<file path="config.mk">
export PLATFORM = sky130hd
export DESIGN_NAME = mat_addr_seq_flat
export DESIGN_NICKNAME = d
export VERILOG_FILES = /design/src/rtl/mat_addr_seq_if.sv /design/src/rtl/mat_addr_seq.sv /design/src/flat_wrapper.sv
export SDC_FILE = /design/constraint.sdc
export NUM_CORES = 1
export LEC_CHECK = 0
export CORE_MARGIN = 2
export CORE_UTILIZATION = 47
export CTS_BUF_LIST = sky130_fd_sc_hd__clkbuf_16
export DETAILED_ROUTE_END_ITERATION = 6
export GPL_TIMING_DRIVEN = 0
export PLACE_DENSITY = 0.84
export SYNTH_ARGS = -nofsm -noshare
export SYNTH_HDL_FRONTEND = slang
export SYNTH_SLANG_ARGS = --single-unit
</file>
<file path="constraint.sdc">
create_clock -name clk -period 4 [get_ports clk]
set_clock_uncertainty 0.1 [all_clocks]
set_input_delay 0.8 -clock clk [delete_from_list [all_inputs] [get_ports clk]]
set_output_delay 0.8 -clock clk [all_outputs]
set_load 0.05 [all_outputs]
</file>
<file path="src/rtl/mat_addr_seq_if.sv">
// Candidate handshake and bank write/readout bundle
// for the matching address sequencer.
interface mat_addr_seq_if #(
  parameter int ADDR_W = 15,
  parameter int SLOT_W = 4
);
  logic              start;
  logic              featValid;
  logic [ADDR_W-1:0] featAddr;
  logic              featReady;
  logic              frameEnd;
  logic              wrEn;
  logic [SLOT_W-1:0] wrSlot;
  logic [ADDR_W-1:0] wrAddr;
  logic              posReaden;
  logic [SLOT_W:0]   matchCount;
  logic              readAck;
  logic              busy;
  logic              overflow;

  modport master (
    input  start, featValid, featAddr,
    input  frameEnd, readAck,
    output featReady, wrEn, wrSlot, wrAddr,
    output posReaden, matchCount, busy,
    output overflow
  );

  modport slave (
    output start, featValid, featAddr,
    output frameEnd, readAck,
    input  featReady, wrEn, wrSlot, wrAddr,
    input  posReaden, matchCount, busy,
    input  overflow
  );
endinterface

</file>
<file path="src/rtl/mat_addr_seq.sv">
// Assigns per-frame feature-point addresses to
// bank slots, then requests matching until acked.
module mat_addr_seq #(
  parameter int ADDR_W = 15,
  parameter int SLOTS  = 16,
  parameter int SLOT_W = 4
) (
  input logic           clk,
  input logic           rst,
  mat_addr_seq_if.master bus
);
  typedef enum logic [2:0] {
    IDLE, COLLECT, DRAIN, REPORT, SKIP
  } state_t;

  localparam logic [SLOT_W:0] LAST =
    (SLOT_W+1)'(SLOTS - 1);

  state_t            state, stateNext;
  logic [SLOT_W:0]   count, countNext;
  logic              frameDone, frameDoneNext;
  logic              ovf, ovfNext;
  logic              wrEn, wrEnNext;
  logic [SLOT_W-1:0] wrSlot, wrSlotNext;
  logic [ADDR_W-1:0] wrAddr, wrAddrNext;
  logic              ready;
  logic              accept;

  assign ready  = (state == COLLECT) ||
                  (state == SKIP);
  assign accept = bus.featValid & ready;

  always_ff @(posedge clk or posedge rst) begin
    if (rst) begin
      state     <= IDLE;
      count     <= '0;
      frameDone <= 1'b0;
      ovf       <= 1'b0;
      wrEn      <= 1'b0;
      wrSlot    <= '0;
      wrAddr    <= '0;
    end else begin
      state     <= stateNext;
      count     <= countNext;
      frameDone <= frameDoneNext;
      ovf       <= ovfNext;
      wrEn      <= wrEnNext;
      wrSlot    <= wrSlotNext;
      wrAddr    <= wrAddrNext;
    end
  end

  always_comb begin
    stateNext     = state;
    countNext     = count;
    frameDoneNext = frameDone;
    ovfNext       = ovf;
    wrEnNext      = 1'b0;
    wrSlotNext    = wrSlot;
    wrAddrNext    = wrAddr;
    unique case (state)
      IDLE: begin
        if (bus.start) begin
          stateNext     = COLLECT;
          countNext     = '0;
          ovfNext       = 1'b0;
          frameDoneNext = 1'b0;
        end
      end
      COLLECT: begin
        if (accept) begin
          wrEnNext   = 1'b1;
          wrSlotNext = count[SLOT_W-1:0];
          wrAddrNext = bus.featAddr;
          countNext  = count + 1'b1;
        end
        // filling the bank wins over frameEnd
        if (accept && count == LAST) begin
          stateNext     = DRAIN;
          frameDoneNext = bus.frameEnd;
        end else if (bus.frameEnd &&
                     (accept || count != '0)) begin
          stateNext     = DRAIN;
          frameDoneNext = 1'b1;
        end else if (bus.frameEnd) begin
          stateNext = IDLE;
        end
      end
      DRAIN: stateNext = REPORT;
      REPORT: begin
        if (bus.readAck)
          stateNext = frameDone ? IDLE : SKIP;
      end
      SKIP: begin
        if (accept)       ovfNext   = 1'b1;
        if (bus.frameEnd) stateNext = IDLE;
      end
      default: stateNext = IDLE;
    endcase
  end

  assign bus.featReady  = ready;
  assign bus.wrEn       = wrEn;
  assign bus.wrSlot     = wrSlot;
  assign bus.wrAddr     = wrAddr;
  assign bus.posReaden  = (state == REPORT);
  assign bus.matchCount =
    (state == REPORT) ? count : '0;
  assign bus.busy       = (state != IDLE);
  assign bus.overflow   = ovf;
endmodule

</file>
<file path="src/flat_wrapper.sv">
// flat-port wrapper written by rule: the top's interface ports become plain ports
module mat_addr_seq_flat 
#(
  parameter int ADDR_W = 15,
  parameter int SLOTS  = 16,
  parameter int SLOT_W = 4
)
  (clk, rst, bus_start, bus_featValid, bus_featAddr, bus_frameEnd, bus_readAck, bus_featReady, bus_wrEn, bus_wrSlot, bus_wrAddr, bus_posReaden, bus_matchCount, bus_busy, bus_overflow);
  mat_addr_seq_if #(.ADDR_W(ADDR_W), .SLOT_W(SLOT_W)) bus_i ();
  input logic clk;
  input logic rst;
  input wire logic [$bits(bus_i.start)-1:0] bus_start;
  input wire logic [$bits(bus_i.featValid)-1:0] bus_featValid;
  input wire logic [$bits(bus_i.featAddr)-1:0] bus_featAddr;
  input wire logic [$bits(bus_i.frameEnd)-1:0] bus_frameEnd;
  input wire logic [$bits(bus_i.readAck)-1:0] bus_readAck;
  output wire logic [$bits(bus_i.featReady)-1:0] bus_featReady;
  output wire logic [$bits(bus_i.wrEn)-1:0] bus_wrEn;
  output wire logic [$bits(bus_i.wrSlot)-1:0] bus_wrSlot;
  output wire logic [$bits(bus_i.wrAddr)-1:0] bus_wrAddr;
  output wire logic [$bits(bus_i.posReaden)-1:0] bus_posReaden;
  output wire logic [$bits(bus_i.matchCount)-1:0] bus_matchCount;
  output wire logic [$bits(bus_i.busy)-1:0] bus_busy;
  output wire logic [$bits(bus_i.overflow)-1:0] bus_overflow;
  assign bus_i.start = bus_start;
  assign bus_i.featValid = bus_featValid;
  assign bus_i.featAddr = bus_featAddr;
  assign bus_i.frameEnd = bus_frameEnd;
  assign bus_i.readAck = bus_readAck;
  assign bus_featReady = bus_i.featReady;
  assign bus_wrEn = bus_i.wrEn;
  assign bus_wrSlot = bus_i.wrSlot;
  assign bus_wrAddr = bus_i.wrAddr;
  assign bus_posReaden = bus_i.posReaden;
  assign bus_matchCount = bus_i.matchCount;
  assign bus_busy = bus_i.busy;
  assign bus_overflow = bus_i.overflow;
  mat_addr_seq #(.ADDR_W(ADDR_W), .SLOTS(SLOTS), .SLOT_W(SLOT_W)) u_core (.clk(clk), .rst(rst), .bus(bus_i));
endmodule
</file>
==> impl_results.md <==
* Dpl hpwl at 2510 microns
* Worst path max stage delay at 0.86 ns
* Unrepaired setup endpoints after global routing: false
* WP depth at 5
* Cell family with most CP delay: buffers and inverters
* Min-delay src: u_core.bus.wrAddr[5]
* Ant diodes at 0
* Worst EP arrival at 2.26 ns
* Vias in the first global route at 1,320
* CTS tree: built
* Syn Area/Cell at 8.90 sq um
* Area grow syn2layout at 48.9%
* Dpl cells at 233
* Critical path data required time at 3.10 ns
* Via Count at 1,239
* CP Class: flip-flop to primary output
* Final WS setup at 0.837 ns
* TritonRoute pass-1 iters at 4
* Post-Synthesis Cells at 153
* Post-synthesis register bit count at 30
* Hold Crit Class: flip-flop to flip-flop
* Hold path cells at 2
* DR DRC count at 0
* Area of the core at 2760 sq um
* Internal Power at 0.967 mW
* Synth warn at 0
* Reg2Reg Depth at 6
* Gpl congestion at 0.871
* Nets at 233
* Crit path capture type: primary output
* Final setup vio count at 0
* Die area at 3340 sq um
* Crit path buf inv count at 2
* Worst-Margin Slew at 1.10 ns
* Crit path max-delay cell type: clkdlybuf4s50_1
* Clk buf depth at 2
* Synthesized net count at 177
* Leakage at 0.979 nW
* Clk slew on worst S/H paths at 0.05 ns
* Highest-count cells in the layout ignoring fill and taps: nand2_1, clkdlybuf4s50_1, dfrtp_1
* WHS Endpoint: u_core.bus.wrAddr[5]
* Pwr dens at 901 nW/um^2
* Post-Layout Cell Count at 241
* Detail Route Antenna Nets at 0
* Max_cap viols at 0
* GR Util All Layers at 23.2%
* Setup Buffers After CTS at 0
* Hold Violations, Final at 0
* Pins Over Slew Limit at 0
* FF-to-FF End: u_core.state[1]
* Startpoint types: flip-flop
* Skew-Pair Late Insertion Delay at 0.27 ns
* Sink Count at 30
* Register share of total power at 27.1%
* Minimum clock period at 3.16 ns
* IO Pins at 50
* Status: finished, final reports clean
* Width of the chip at 57.8 microns
* Max Clk Rate at 0.316 GHz
* Std cell rows at 19
* TNS Setup at 0 ns
* Layout cell share with drive strength beyond 1 at 5.71%
* Overall routed net length at 3460 microns
* Register area share after synthesis at 55.1%
* Logic gate share of total power at 54.2%
* Worst Path Max Fanout at 7
* Max_slew headroom at 26.3%
* First-pass GRT wire length at 5820 microns
* Number of H-tree levels at 2
* Die Y at 57.8 microns
* Dpl ws at 1.14 ns
* Final period util at 79.1%
* Reg2reg start: u_core.count[0]
* Resize count post-CTS at 0
* CTS root buffer: clkbuf_16
* Switching fraction of total power at 47.0%
* IR drop worst, VDD at 0.000679 V
* Worst path cell trace: buf_4 -> and2b_1 -> nand2_1 -> nor2_1 -> clkdlybuf4s50_1
* Yosys cell types at 26
* Synthesized cell area at 1360 sq um
* 1st-iter DRT viols at 35
* Starting Density at 49.4%
* Wire per inst at 14.3 microns
* Net Switching at 0.858 mW
* Hold Buf Count CTS at 0
* Largest net degree at the start of global routing at 31
* Total CTS buffers at 5
* Number of port buffers at 49
* R2R Setup Slk at 1.97 ns
* Clock Power Share at 18.6%
* Total grt overflow at 0
* Initial antenna violation count at 0
* Vias per inst at 5.14
* Most common cell after layout, fill and taps aside: nand2_1
stage by stage:
stage	power (mW)	hold WS, ns	util (%)	area (sq um)
after global placement	1.45	0.356	68.6	1890
final	1.83	0.369	73.5	2030
after floorplan	1.16	0.369	-	1360
after detailed placement	1.48	0.363	68.6	1890
after global routing	1.93	0.402	73.5	2030
after CTS	1.84	0.373	73.5	2030
flip-flops by register name, indices dropped and copies added, names as in the netlist:
signal	cells
u_core.state	3
u_core.bus.wrAddr	15
u_core.bus.wrSlot	4
u_core.bus.wrEn	1
u_core.count	5
u_core.frameDone	1
u_core.bus.overflow	1
logic make-up after synthesis:
| logic type | share of synthesized area (%) |
|---|---|
| compound gates | 5.61 |
| buf+inv | 4.96 |
| fa+ha+maj | 2.76 |
| mux | 0.735 |
| simple gates | 28.3 |
| flops | 55.1 |
| xor+xnor | 2.48 |
final cells by class:
type,count,area (sq um)
flip-flops and latches,30,751
fillers,201,731
multi-input cells,109,543
repair buffers,49,490
clock buffers,5,125
plain buffers,7,41.3
well taps,31,38.8
inverters,7,26.3
clock inverters,3,11.3
cells in the mapped netlist:
cell type / n / area (sq um)
nand2_2: 1 / 6.26
and2b_1: 1 / 7.51
nand3b_1: 1 / 7.51
o21ai_0: 5 / 25.0
a311oi_1: 1 / 8.76
and3_1: 4 / 25.0
buf_4: 4 / 30.0
clkbuf_1: 3 / 11.3
nor3_1: 3 / 15.0
inv_1: 7 / 26.3
mux2i_1: 1 / 10.0
nand4_1: 1 / 6.26
xor2_1: 2 / 17.5
a21oi_1: 5 / 25.0
nor4b_1: 1 / 8.76
o221a_2: 1 / 11.3
ha_1: 3 / 37.5
xor2_2: 1 / 16.3
or4b_1: 1 / 10.0
a31oi_1: 1 / 6.26
nand3_1: 3 / 15.0
nor2b_1: 2 / 12.5
nand2_1: 63 / 236
nand2b_1: 2 / 12.5
dfrtp_1: 30 / 751
nor2_1: 6 / 22.5
per-layer routing:
metal | global-route usage (%) | share of wire [%]
met1 | 26.0 | 39
met5 | 0 | 0
met4 | 10.6 | 1.6
met3 | 9.15 | 7.9
met2 | 39.0 | 51
power by group through the flow:
stage	sequential, mW	clock (mW)	combinational [mW]
5_1_grt	0.508	0.365	1.06
3_3_place_gp	0.491	0	0.959
4_1_cts	0.494	0.349	0.995
3_5_place_dp	0.497	0	0.987
2_1_floorplan	0.783	0	0.373
6_report	0.495	0.340	0.990
how the worst max path moves through the flow:
| stage | from | to | slack, ns |
|---|---|---|---|
| after floorplan | u_core.state[2] | bus_matchCount[0] | 1.57 |
| after global placement | u_core.state[2] | bus_matchCount[1] | 1.24 |
| after detailed placement | u_core.state[2] | bus_matchCount[0] | 1.14 |
| after CTS | u_core.state[2] | bus_matchCount[0] | 0.84 |
| after global routing | u_core.state[1] | bus_matchCount[0] | 0.75 |
| final | u_core.state[2] | bus_matchCount[0] | 0.84 |
worst register-to-register path, cell delays in order, from the launching register on:
cell	delay, ns
dfrtp_1	0.42
ha_1	0.20
and3_1	0.17
ha_1	0.19
a31oi_1	0.15
or4b_1	0.55
a21oi_1	0.17
Note: power is estimated with default switching activity, not from simulation.
